--- config.mk ---
export PLATFORM = sky130hd
export DESIGN_NAME = serial_bus_arbiter
export DESIGN_NICKNAME = d
export VERILOG_FILES = /design/src/rtl/serial_bus_arbiter.sv
export SDC_FILE = /design/constraint.sdc
export NUM_CORES = 1
export LEC_CHECK = 0
export BUFFER_PORTS_ARGS = -buffer_cell sky130_fd_sc_hd__buf_2
export CAP_MARGIN = 40
export CORE_MARGIN = 3
export CORE_UTILIZATION = 60
export DETAILED_ROUTE_END_ITERATION = 8
export PLACE_DENSITY = 0.82
export REMOVE_ABC_BUFFERS = 1
export SLEW_MARGIN = 20
export SYNTH_ARGS = -nofsm -noshare
export SYNTH_HDL_FRONTEND = slang
export SYNTH_SLANG_ARGS = --single-unit
--- constraint.sdc ---
create_clock -name clk -period 3.5 [get_ports clk]
set_input_delay 0.35 -clock clk [delete_from_list [all_inputs] [get_ports clk]]
set_output_delay 0.35 -clock clk [all_outputs]
set_load 0.03 [all_outputs]
--- src/rtl/serial_bus_arbiter.sv ---
`default_nettype none
// ============================================================================
//  Module      : serial_bus_arbiter
//  Description : Round-robin arbiter for the shared serial bus. Grants one
//                master at a time, deserialises its slave-select stream into
//                a one-hot slave enable, and releases the bus on completion,
//                abandon, decode error or watchdog expiry.
//  Revision    : 1.0 - initial release
// ============================================================================
module serial_bus_arbiter #(
    parameter int NUM_MASTERS    = 2,
    parameter int MASTER_IDX_LEN = 1,
    parameter int SLAVE_LEN      = 2,
    parameter int NUM_SLAVES     = 3,
    parameter int TIMEOUT        = 1000,
    parameter int TIMEOUT_LEN    = 12
) (
    input  logic                      clk,
    input  logic                      reset,
    input  logic [NUM_MASTERS-1:0]    approval_request,
    input  logic [NUM_MASTERS-1:0]    trans_done,
    input  logic [NUM_MASTERS-1:0]    tx_slave_select,
    output logic [NUM_MASTERS-1:0]    approval_grant,
    output logic                      arbitor_busy,
    output logic                      bus_busy,
    output logic [MASTER_IDX_LEN-1:0] master_sel,
    output logic [NUM_SLAVES-1:0]     slave_sel,
    output logic                      slave_sel_valid,
    output logic                      timeout,
    output logic                      decode_err
);

    localparam int                      CNT_W        = $clog2(SLAVE_LEN + 1);
    localparam logic [CNT_W-1:0]        LAST_BIT     = CNT_W'(SLAVE_LEN - 1);
    localparam logic [SLAVE_LEN:0]      NUM_SLAVES_C = (SLAVE_LEN + 1)'(NUM_SLAVES);
    localparam bit                      WD_EN        = (TIMEOUT != 0);
    localparam logic [TIMEOUT_LEN-1:0]  WD_LAST      = (TIMEOUT == 0) ? '0 : TIMEOUT_LEN'(TIMEOUT - 1);
    localparam logic [TIMEOUT_LEN-1:0]  WD_MAX       = '1;
    localparam logic [MASTER_IDX_LEN-1:0] LAST_MASTER = MASTER_IDX_LEN'(NUM_MASTERS - 1);

    localparam logic [2:0] ST_IDLE    = 3'd0;
    localparam logic [2:0] ST_GRANT   = 3'd1;
    localparam logic [2:0] ST_SSEL    = 3'd2;
    localparam logic [2:0] ST_CONNECT = 3'd3;
    localparam logic [2:0] ST_RELEASE = 3'd4;

    logic [2:0]                state_q, state_d;
    logic [NUM_MASTERS-1:0]    grant_q, grant_d;
    logic [MASTER_IDX_LEN-1:0] master_sel_q, master_sel_d;
    logic [NUM_SLAVES-1:0]     slave_sel_q, slave_sel_d;
    logic                      ssv_q, ssv_d;
    logic                      arb_busy_q, arb_busy_d;
    logic                      bus_busy_q, bus_busy_d;
    logic                      timeout_q, timeout_d;
    logic                      decode_err_q, decode_err_d;
    logic [MASTER_IDX_LEN-1:0] ptr_q, ptr_d;
    logic [SLAVE_LEN-1:0]      slave_id_q, slave_id_d;
    logic [CNT_W-1:0]          bitcnt_q, bitcnt_d;
    logic [TIMEOUT_LEN-1:0]    wd_q, wd_d;

    logic                      w_any_req;
    logic                      w_own_req;
    logic                      w_own_done;
    logic                      w_last_bit;
    logic [SLAVE_LEN-1:0]      w_id_next;
    logic                      w_id_ok;
    logic                      w_wd_expire;
    logic [MASTER_IDX_LEN-1:0] w_rr_winner;

    // Index of the candidate j positions above the pointer, wrapping at NUM_MASTERS.
    function automatic logic [MASTER_IDX_LEN-1:0] rr_idx(input logic [MASTER_IDX_LEN-1:0] p,
                                                         input int j);
        int s;
        s = int'(p) + j;
        if (s >= NUM_MASTERS) begin
            s = s - NUM_MASTERS;
        end
        return MASTER_IDX_LEN'(s);
    endfunction

    assign w_any_req   = |approval_request;
    assign w_own_req   = approval_request[master_sel_q];
    assign w_own_done  = trans_done[master_sel_q];
    assign w_last_bit  = (bitcnt_q == LAST_BIT);
    assign w_id_next   = (slave_id_q << 1) | SLAVE_LEN'(tx_slave_select[master_sel_q]);
    assign w_id_ok     = ({1'b0, w_id_next} < NUM_SLAVES_C);
    assign w_wd_expire = WD_EN && (wd_q == WD_LAST);

    // Round-robin search: scanning from farthest to nearest lets the nearest requester win.
    always_comb begin
        w_rr_winner = '0;
        for (int j = NUM_MASTERS - 1; j >= 0; j--) begin
            if (approval_request[rr_idx(ptr_q, j)]) begin
                w_rr_winner = rr_idx(ptr_q, j);
            end
        end
    end

    // State and registered outputs; reset drops the bus immediately.
    always_ff @(posedge clk or negedge reset) begin
        if (!reset) begin
            state_q      <= ST_IDLE;
            grant_q      <= '0;
            master_sel_q <= '0;
            slave_sel_q  <= '0;
            ssv_q        <= 1'b0;
            arb_busy_q   <= 1'b0;
            bus_busy_q   <= 1'b0;
            timeout_q    <= 1'b0;
            decode_err_q <= 1'b0;
            ptr_q        <= '0;
            slave_id_q   <= '0;
            bitcnt_q     <= '0;
            wd_q         <= '0;
        end else begin
            state_q      <= state_d;
            grant_q      <= grant_d;
            master_sel_q <= master_sel_d;
            slave_sel_q  <= slave_sel_d;
            ssv_q        <= ssv_d;
            arb_busy_q   <= arb_busy_d;
            bus_busy_q   <= bus_busy_d;
            timeout_q    <= timeout_d;
            decode_err_q <= decode_err_d;
            ptr_q        <= ptr_d;
            slave_id_q   <= slave_id_d;
            bitcnt_q     <= bitcnt_d;
            wd_q         <= wd_d;
        end
    end

    // Next-state logic; losing the owner's request aborts from any active state.
    always_comb begin
        state_d = state_q;
        case (state_q)
            ST_IDLE:    if (w_any_req) state_d = ST_GRANT;
            ST_GRANT:   state_d = w_own_req ? ST_SSEL : ST_RELEASE;
            ST_SSEL: begin
                if (!w_own_req) begin
                    state_d = ST_RELEASE;
                end else if (w_last_bit) begin
                    state_d = w_id_ok ? ST_CONNECT : ST_RELEASE;
                end
            end
            ST_CONNECT: if (w_own_done || !w_own_req || w_wd_expire) state_d = ST_RELEASE;
            ST_RELEASE: state_d = ST_IDLE;
            default:    state_d = ST_IDLE;
        endcase
    end

    // Next values of the registered outputs and datapath counters.
    always_comb begin
        grant_d      = grant_q;
        master_sel_d = master_sel_q;
        slave_sel_d  = slave_sel_q;
        ssv_d        = ssv_q;
        ptr_d        = ptr_q;
        slave_id_d   = slave_id_q;
        bitcnt_d     = bitcnt_q;
        wd_d         = wd_q;
        timeout_d    = 1'b0;
        decode_err_d = 1'b0;
        arb_busy_d   = (state_d != ST_IDLE);
        bus_busy_d   = (state_d == ST_CONNECT);
        case (state_q)
            ST_IDLE: begin
                if (w_any_req) begin
                    grant_d      = NUM_MASTERS'(1) << w_rr_winner;
                    master_sel_d = w_rr_winner;
                end
            end
            ST_GRANT: begin
                bitcnt_d   = '0;
                slave_id_d = '0;
            end
            ST_SSEL: begin
                slave_id_d = w_id_next;
                bitcnt_d   = bitcnt_q + CNT_W'(1);
                if (w_own_req && w_last_bit) begin
                    if (w_id_ok) begin
                        slave_sel_d = NUM_SLAVES'(1) << w_id_next;
                        ssv_d       = 1'b1;
                        wd_d        = '0;
                    end else begin
                        decode_err_d = 1'b1;
                    end
                end
            end
            ST_CONNECT: begin
                if (wd_q != WD_MAX) begin
                    wd_d = wd_q + TIMEOUT_LEN'(1);
                end
                // Completion or abandon on the same edge suppresses the timeout flag.
                if (!w_own_done && w_own_req && w_wd_expire) begin
                    timeout_d = 1'b1;
                end
            end
            default: ;
        endcase
        if (state_d == ST_RELEASE) begin
            grant_d     = '0;
            slave_sel_d = '0;
            ssv_d       = 1'b0;
            ptr_d       = (master_sel_q == LAST_MASTER) ? '0 : master_sel_q + MASTER_IDX_LEN'(1);
        end
    end

    assign approval_grant  = grant_q;
    assign arbitor_busy    = arb_busy_q;
    assign bus_busy        = bus_busy_q;
    assign master_sel      = master_sel_q;
    assign slave_sel       = slave_sel_q;
    assign slave_sel_valid = ssv_q;
    assign timeout         = timeout_q;
    assign decode_err      = decode_err_q;

endmodule
`default_nettype wire
# After elaboration in Yosys (flattened, before gate mapping)
# Index checks and enable logic that the tools add are counted.
[totals] register_bits=30 out_inout_bits=11
[classes] add_sub_neg=6 n_lt_le_gt_ge=6 shift=2 muxes=44 bitwise=1 reduce_logical=21 eq_ne=11
[ops] cell="$mux 12" count=3
[ops] cell="$mux 3" count=10
[ops] cell="$mux 1" count=24
[ops] cell="$pmux 12 s2" count=1
[ops] cell="$reduce_bool 2->1" count=7
[ops] cell="$add 12x1->12 const B" count=1
[ops] cell="$eq 12x10->1 const B" count=1
[ops] cell="$ne 12x12->1 const B" count=1
[ops] cell="$pmux 3 s4" count=1
[ops] cell="$eq 3x2->1 const B" count=3
[ops] cell="$lt 1x2->1 const B" count=3
[ops] cell="$mux 2" count=3
[ops] cell="$ne 2x2->1 const B" count=3
[ops] cell="$pmux 2 s2" count=1
[ops] cell="$reduce_and 2->1" count=2
[ops] cell="$reduce_and 4->1" count=1
[ops] cell="$eq 3x1->1 const B" count=1
[ops] cell="$eq 3x3->1 const B" count=1
[ops] cell="$logic_and 1x1->1" count=3
[ops] cell="$logic_not 3->1" count=1
[ops] cell="$reduce_and 3->1" count=1
[ops] cell="$reduce_bool 3->1" count=1
[ops] cell="$shl 1x2->3 const A" count=1
[ops] cell="$add 1x1->2 const B" count=1
[ops] cell="other kinds (13)" count=16

# Logic depth before layout (Yosys ltp)
# Gate-level depths: netlist of run 1.
[logic_depth] depth_word=11 mapped_depth=8 mapped_depth_nobuf=7

# Least setup slack after synthesis of run 1
# No wires, ideal clock.
[synth_timing] kind="reg2reg" startpoint="register master_sel_q, in the netlist master_sel" endpoint="register arb_busy_q, in the netlist arbitor_busy" synth_period_minus_slack_ps=1986 stages_incl_launch_ff=8 arrival_time_ps=1854 slack_ps=1514 required_ps=3368 n_path_buf=2 cell_sequence="dfrtp_1 -> buf_6 -> mux2i_4 -> or2b_4 -> o22ai_1 -> a211o_1 -> buf_6 -> or3b_1"
[synth_via] elab_chain_cells=9 word_cells_on_any_way=18 cone_classes="1 x order compare; 12 x mux; 1 x bitwise; 4 x reduce/logical"
[synth_lines] item="start: declaration" line="49" source="logic [MASTER_IDX_LEN-1:0] master_sel_q, master_sel_d;"
[synth_lines] item="start signal: assignment" line="118" source="master_sel_q <= master_sel_d;"
[synth_lines] item="$mux 1 (implied by the code) (2 in a row)" line="85" source="assign w_id_next = (slave_id_q << 1) | SLAVE_LEN'(tx_slave_select[master_sel_q]);"
[synth_lines] item="$or 2x1->2" line="85"
[synth_lines] item="$lt 2x2->1" line="86" source="assign w_id_ok = ({1'b0, w_id_next} < NUM_SLAVES_C);"
[synth_lines] item="$mux 3" line="142" source="state_d = w_id_ok ? ST_CONNECT : ST_RELEASE;"
[synth_lines] item="$mux 3" line="141" source="end else if (w_last_bit) begin"
[synth_lines] item="$mux 3" line="139" source="if (!w_own_req) begin"
[synth_lines] item="$pmux 3 s4 (*)" line="135" source="case (state_q)"
[synth_lines] item="net state_d[2]" line="47" source="logic [2:0] state_q, state_d;"
[synth_lines] item="$reduce_bool 3->1 (*)" line="163" source="arb_busy_d = (state_d != ST_IDLE);"
[synth_lines] item="net arb_busy_d" line="52" source="logic arb_busy_q, arb_busy_d;"
[synth_lines] item="end signal: assignment" line="121" source="arb_busy_q <= arb_busy_d;"
[synth_lines] item="end: declaration" line="52"
# Mark *: on every way through the listed nets, which the timed path passes. The rest lies on a longest branch. The select of a mux whose other input is x is not followed.
# A chain may end at the register's enable or synchronous reset.

# Worst setup path after layout of run 1
# Ends and elaborated chain as after synthesis.

==> results of run 1 <==
-- layout make-up --
type | count | area [um^2]
timing repair buffer | 18 | 90.1
multi-input combinational | 114 | 687
clock buffer | 7 | 55.1
fill | 180 | 656
sequential | 30 | 751
tap | 28 | 35.0
inverter | 5 | 18.8
clock inverter | 1 | 5.00
-- flip-flops by register name, summed over array words and instances, names as in the netlist, 2 cells and up --
register / count
approval_grant: 2
bitcnt_q: 2
wd_q: 12
state_q: 3
slave_sel: 3
-- Yosys cell counts, drive strengths merged --
cell type,count
a211o,1
a21o,1
a21oi,5
a311oi,1
a31oi,2
a32o,1
and2,4
and3,4
and3b,1
and4,1
buf,3
clkbuf,3
dfrtp,30
ha,2
inv,5
mux2i,5
nand2,23
nand2b,3
nand3,7
nand3b,2
nand4,4
nand4bb,1
nor2,17
nor2b,1
nor3,2
o211ai,2
o21a,1
o21ai,9
o22ai,2
o31ai,1
o32ai,1
or2,1
or2b,1
or3b,1
or4,1
xor2,6
-- critical path: cells and delay by family, from the launching register on --
kind,cells,cell delay (ns)
AND/OR/NAND/NOR,4,1.08
multiplexers,1,0.32
flip-flops,1,0.52
-- stage by stage --
| step | instance area (um^2) | cells | total power [W] | setup slack (ns) |
|---|---|---|---|---|
| final | 1640 | 203 | 0.00126 | 1.46 |
| after global routing | 1640 | 203 | 0.00136 | 1.28 |
| after CTS | 1640 | 203 | 0.00127 | 1.48 |
| after detailed placement | 1580 | 195 | 0.00105 | 1.50 |
| after global placement | 1580 | 195 | 0.00103 | 1.53 |
| after floorplan | 1460 | 149 | 0.000920 | 1.49 |
-- logic make-up after synthesis --
logic type	Yosys count	share of synthesized area (%)
mux	5	4.18
fa+ha+maj	2	1.67
flops	30	50.2
compound gates	27	11.6
buf+inv	11	3.93
xor+xnor	6	3.51
simple gates	74	24.9
-- layer usage --
| metal | GRT usage, % | wire, um | share of wire [%] | vias up |
|---|---|---|---|---|
| met1 | 25.9 | 1180 | 41 | 561 |
| met3 | 7.66 | 167 | 5.8 | 6 |
| met2 | 35.1 | 1490 | 52 | 37 |
| met5 | 0 | 0 | 0 | - |
| li1 | - | - | - | 576 |
| met4 | 8.14 | 51 | 1.8 | 0 |
-- power breakdown --
group | switching (W) | internal, W | leakage (nW) | total (W)
registers | 0.000133 | 0.000473 | 0.380 | 0.000607
clock network | 0.000114 | 0.0000972 | 0.0353 | 0.000212
logic | 0.000265 | 0.000179 | 0.381 | 0.000444
-- how the worst min path moves through the flow --
stage,start,slack [ns],depth (start not counted),to
5_1_grt,reset,0.06,1,wd_q[2]$_DFFE_PN0P_
6_report,reset,0.03,1,wd_q[0]$_DFFE_PN0P_
3_5_place_dp,reset,0.40,1,timeout$_DFF_PN0_
4_1_cts,reset,0.03,1,wd_q[2]$_DFFE_PN0P_
3_3_place_gp,reset,0.39,1,wd_q[2]$_DFFE_PN0P_
2_1_floorplan,reset,0.05,0,approval_grant[0]$_DFFE_PN0P_
==> key figures, run 1 <==
Clock network
  • CTS Buf Count: 5
  • Clk buf depth: 2
  • # resized after CTS: 0
  • Root buf cell: clkbuf_4
  • Worst-path clk slew: 0.09 ns
  • Clock sinks: 30
  • Post-CTS Hold Buffers: 0
  • CTS tree: done
  • CTS H-tree lvls: 2
  • Worst-skew pair later-pin latency: around 0.33 ns
  • Postcts setup bufs: 0

Timing
  • RSZ-0062 raised after global routing: no
  • Period Utilization, post-route: 58.3%
  • Min cycle time layout: just over 2 ns
  • Setup-failing EPs final: 0
  • Hold Slack: between 0.03 and 0.04 ns
  • Fmax: around 490 MHz
  • Setup TNS: 0 ns
  • Relative slew slack: between 50% and 60%
  • Max-slew violations: 0
  • Actual slew at the worst max-slew pin: roughly 0.68 ns
  • Final Hold Fails: 0
  • Clk_skew: 0.00555 ns

Floorplanning
  • Ports: 19
  • Num rows: 17
  • Initial core utilization: roughly 65%
  • DIE AREA: around 3100 um^2
  • Vert. Die Dim: ~56 um
  • Chip width: about 56 um
  • Core area: 2300 um^2

GRT
  • Largest net degree at the start of global routing: 31
  • First-pass GRT wire length: 5.13 mm
  • GRT Total Usage: between 20% and 30%
  • Antenna violations before repair: 0
  • Overflow after GRT: 0
  • Vias in the first global route: 1133

Finish
  • # diodes: 0
  • Ratio of cells with drive above 1 in the final layout: 16.6%
  • Net count reported at finish: roughly 180
  • Core Util, Final: 71.5%
  • Commonest cells after routing, fill and taps aside: 30 x dfrtp_1, 23 x nand2_1, 18 x buf_2
  • Layout area overhead: 9.70%
  • Most common cell after layout, fill and taps aside: dfrtp_1

Yosys
  • Area contributors post-synth: dfrtp_1 50%, nand2_1 5.8%, nor2_1 4.3%
  • Post-synthesis sequential area ratio: roughly 50%
  • Cell variety after synth: 40
  • Largest area contributor in the netlist: dfrtp_1
  • Mapped Area: 1500 um^2
  • Synth top area share: about half
  • Post-Synthesis Cells: around 160
  • Mean area per synthesized cell: between 9 and 10 um^2
  • Yosys reg bits: 30
  • Synthesis warning total: 0

Critical path
  • Crit path launch: master_sel$_DFFE_PN0P_
  • R2R Setup Slk: around 1.5 ns
  • Startpoint types: flip-flop
  • CP Max Fanout: 11
  • Crit-path cells: mux2i_1 > or2_2 > nand2b_1 > nand3_1 > or3b_1
  • Slowest stage delay, CP: roughly 0.52 ns
  • Kind of end point of the critical path: flip-flop
  • Worst Path Arrival: roughly 2.3 ns
  • Worst reg2reg startpoint: master_sel$_DFFE_PN0P_
  • Reg2reg end: arbitor_busy$_DFF_PN0_
  • WP data required: 3.71 ns
  • Crit Path Class: reg -> reg
  • CP endpoint: arbitor_busy$_DFF_PN0_
  • Worst path slowest cell: dfrtp_1
  • Worst r2r path cells: 5

Power
  • Lkg Pwr: about 0.80 nW
  • Power per cell area: 769 nW/um^2
  • Max VDD drop: just under 0.6 mV

Placement
  • Port bufs: 18
  • DP HPWL: 2.14 mm
  • Gpl congestion: between 0.8 and 0.9

Route
  • Drt pass-1 iters: 4
  • Via Count: 1180
  • Initial DRC Count: 30
  • Mean routed wirelength per cell: around 14 um
  • Routed WL: approximately 2.9 mm
  • Final ANT Viol Nets: 0
  • Vias per std cell: around 5.8
  • Residual DRC count: 0

Run
  • Maxcap violations: 0

Outcome
  • Status: complete, no violations

Hold path
  • Worst hold path type: in -> async
Note: power is estimated with default switching activity, not from simulation.
==> inputs of run 2 (changes only) <==
--- a/config.mk
+++ b/config.mk
@@ -5,12 +5,13 @@
 export SDC_FILE = /design/constraint.sdc
 export NUM_CORES = 1
 export LEC_CHECK = 0
+export ABC_AREA = 1
 export BUFFER_PORTS_ARGS = -buffer_cell sky130_fd_sc_hd__buf_2
 export CAP_MARGIN = 40
 export CORE_MARGIN = 3
-export CORE_UTILIZATION = 60
+export CORE_UTILIZATION = 51
 export DETAILED_ROUTE_END_ITERATION = 8
-export PLACE_DENSITY = 0.82
+export PLACE_DENSITY = 0.74
 export REMOVE_ABC_BUFFERS = 1
 export SLEW_MARGIN = 20
 export SYNTH_ARGS = -nofsm -noshare
==> constraint.sdc (replaced) <==
create_clock -name clk -period 1.7 [get_ports clk]
set_input_delay 0.17 -clock clk [delete_from_list [all_inputs] [get_ports clk]]
set_output_delay 0.17 -clock clk [all_outputs]
set_load 0.03 [all_outputs]
==> run 2 against run 1 <==
Register-to-register slack got worse by 1.3 ns. Worst setup slack got worse by 1.3 ns. Final cell count increased by 24%. Global-route usage decreased by 0.31 points. Routed wire length increased by 13%.
==> key figures, run 2 <==
Critical path
  • Slowest stage delay, CP: 0.38 ns
  • WP data required: 1.96 ns
  • Worst r2r path cells: 9
  • CP Max Fanout: 6
  • Reg2reg end: ptr_q$_DFFE_PN0N_
  • Worst reg2reg startpoint: wd_q[1]$_DFFE_PN0P_
  • Kind of end point of the critical path: flip-flop
  • Crit-path cells: ha_2 > nand2_1 > nor2_1 > nand3_1 > nand2_1 > nand2_1 > nand2_2 > nand2_1 > nand2_1
  • Worst Path Arrival: ~1.8 ns
  • Crit-path most repeated cell: nand2_1
  • Startpoint types: flip-flop
  • Worst path slowest cell: dfrtp_1
  • R2R Setup Slk: ~0.2 ns
  • Crit Path Class: reg -> reg

Power
  • Tot Pwr: 0.00263 W
  • Max VDD drop: ~1.3 mV
  • Lkg Pwr: roughly 0.9 nW
  • Power per cell area: roughly 1500 nW/um^2

Finish
  • Finished Cell Area: roughly 1800 um^2
  • Ratio of cells with drive above 1 in the final layout: 23.1%
  • # fillers: approximately 260
  • Reg area: about 750 um^2
  • Layout area overhead: 13.5%
  • Most common cell after layout, fill and taps aside: nand2_1
  • Net count reported at finish: 230
  • Max FFs per register: 12
  • Commonest cells after routing, fill and taps aside: 61 x nand2_1, 30 x dfrtp_1, 18 x nand3_1, 18 x buf_2, 17 x nor2_1
  • Biggest register: wd_q
  • Final Non-Filler Cells: between 200 and 300
  • Core Util, Final: between 60% and 70%
  • # diodes: 0
  • Area of the multi-input gates: 738 um^2

Route
  • Vias per std cell: 5.37
  • Final ANT Viol Nets: 0
  • Drt pass-1 iters: 4
  • Residual DRC count: 0
  • Mean routed wirelength per cell: 12.9 um
  • Initial DRC Count: 54
  • Via Count: 1353
  • Routed WL: approximately 3.3 mm

Floorplanning
  • Ports: 19
  • Core area: about 2900 um^2
  • Initial core utilization: 55.0%
  • Vert. Die Dim: around 60 um
  • Num rows: 19
  • Chip width: slightly above 60 um
  • DIE AREA: about 3800 um^2

GRT
  • Vias in the first global route: 1383
  • GRT Total Usage: 21.1%
  • Largest net degree at the start of global routing: 31
  • Overflow after GRT: 0
  • Antenna violations before repair: 0
  • First-pass GRT wire length: 5.77 mm

Yosys
  • Yosys reg bits: 30
  • Cell variety after synth: 28
  • Ys flop type: dfrtp_1
  • Post-Synthesis Cells: a little under 200
  • EDFF count, synth: 0
  • Area contributors post-synth: dfrtp_1 48%, nand2_1 15%, nand3_1 5.7%
  • Mapped Area: between 1500 and 2000 um^2
  • Mean area per synthesized cell: just over 8 um^2
  • FFs w/ async S/R, synth: 100%
  • Synthesis warning total: 0
  • Post-synthesis sequential area ratio: roughly 48%
  • Largest area contributor in the netlist: dfrtp_1
  • Synth top area share: between 40% and 50%
  • Top-count cell post-synth: nand2_1
  • Post-synth top cells: 61 x nand2_1, 30 x dfrtp_1, 18 x nand3_1, 17 x nor2_1, 14 x inv_1

Hold path
  • Cell depth of the worst hold path: 4
  • Worst hold path type: in -> reg
  • Min-delay src: trans_done[0]
  • Hold endpoint: timeout$_DFF_PN0_

Timing
  • Min cycle time layout: between 1 and 1.5 ns
  • Clk_skew: 0.0127 ns
  • RSZ-0062 raised after global routing: no
  • Final Hold Fails: 0
  • Max-slew violations: 0
  • Relative slew slack: a little under three fifths
  • Period Utilization, post-route: 88.1%
  • Fmax: approximately 670 MHz
  • Setup-failing EPs final: 0
  • Actual slew at the worst max-slew pin: 0.646 ns
  • Setup TNS: 0 ns

Clock network
  • Clock sinks: 30
  • Root buf cell: clkbuf_4
  • Worst-skew pair later-pin latency: 0.33 ns
  • CTS H-tree lvls: 2
  • CTS tree: done
  • Clk buf depth: 2
  • CTS Buf Count: 5
  • Worst-path clk slew: 0.09 ns

Placement
  • DP HPWL: between 2 and 3 mm
  • Placed Area: around 1700 um^2
  • Placed cell count: ~240
  • Port bufs: 18
  • Gpl congestion: 0.878

Outcome
  • Status: complete, no violations

Run
  • Maxcap violations: 0
-- run 2: cell count changes in the layout (fill, tap and decap cells not counted), sizes merged, moves of 2 or more --
cell and delta:
nand2 +44, mux2i -5, nor3 +3, a31oi -2
nand3b -2, and2 -4, inv +13, a21oi -4
buf +2, nand3 +14, nand2b -3, and3 -4
nor2 +2, or2 +2
-- run 2: cells by family after synthesis --
kind of cell    count (synthesis)  synth area share (%)
buf+inv                        20                  5.26
compound gates                 14                  5.74
flops                          30                  47.8
simple gates                  121                  36.2
xor+xnor                        6                  3.35
fa+ha+maj                       2                  1.59
-- run 2: final cells by class --
class,count,share of cell area (%)
clock inverter,2,0.703
inverter,19,4.15
clock buffer,6,2.88
multi-input combinational,143,41.5
tap,31,2.18
timing repair buffer,21,6.47
sequential,30,42.2
-- run 2: timing repair --
action	in CTS	in global routing
endpoints found under the setup margin	0	12
endpoints found under the hold margin	30	0
gates resized for setup	0	2
buffers inserted	0	0
hold buffers	1	0
-- run 2: how the worst max path moves through the flow --
stage | start | end | slack, ns | depth (start not counted)
after floorplan | master_sel$_DFFE_PN0P_ | wd_q[6]$_DFFE_PN0P_ | 0.23 | 8
after global placement | wd_q[0]$_DFFE_PN0P_ | ptr_q$_DFFE_PN0N_ | 0.21 | 9
after detailed placement | wd_q[0]$_DFFE_PN0P_ | wd_q[9]$_DFFE_PN0P_ | 0.14 | 9
after CTS | wd_q[0]$_DFFE_PN0P_ | wd_q[6]$_DFFE_PN0P_ | 0.13 | 9
after global routing | wd_q[1]$_DFFE_PN0P_ | wd_q[0]$_DFFE_PN0P_ | 0.01 | 9
final | wd_q[1]$_DFFE_PN0P_ | ptr_q$_DFFE_PN0N_ | 0.20 | 9
-- run 2: worst max-delay path: cells and delay by family, from the launching register on --
| family | cells | cell delay (ns) |
|---|---|---|
| flip-flops | 1 | 0.38 |
| AND/OR/NAND/NOR | 8 | 0.82 |
| adder cells (fa/ha/maj) | 1 | 0.23 |
-- run 2: where the power goes --
group | leakage [nW] | internal, W | switching, W
Sequential | 0.396 | 0.000936 | 0.000191
Combinational | 0.460 | 0.000361 | 0.000698
Clock | 0.0343 | 0.000199 | 0.000249
Total | 0.890 | 0.00150 | 0.00114
-- run 2: layer usage --
layer	vias up	track usage [%]	share of wire, %
met1	629	23.4	41
met2	32	36.1	53
li1	688	-	-
met3	4	6.50	4.7
met5	-	0	0
met4	0	11.5	1.3
-- run 2: stage by stage --
step | setup slack (ns) | hold WS [ns]
2_1_floorplan | 0.230 | -0.126
3_3_place_gp | 0.209 | 0.227
3_5_place_dp | 0.141 | 0.235
4_1_cts | 0.130 | 0.127
5_1_grt | 0.0119 | 0.119
6_report | 0.203 | 0.152
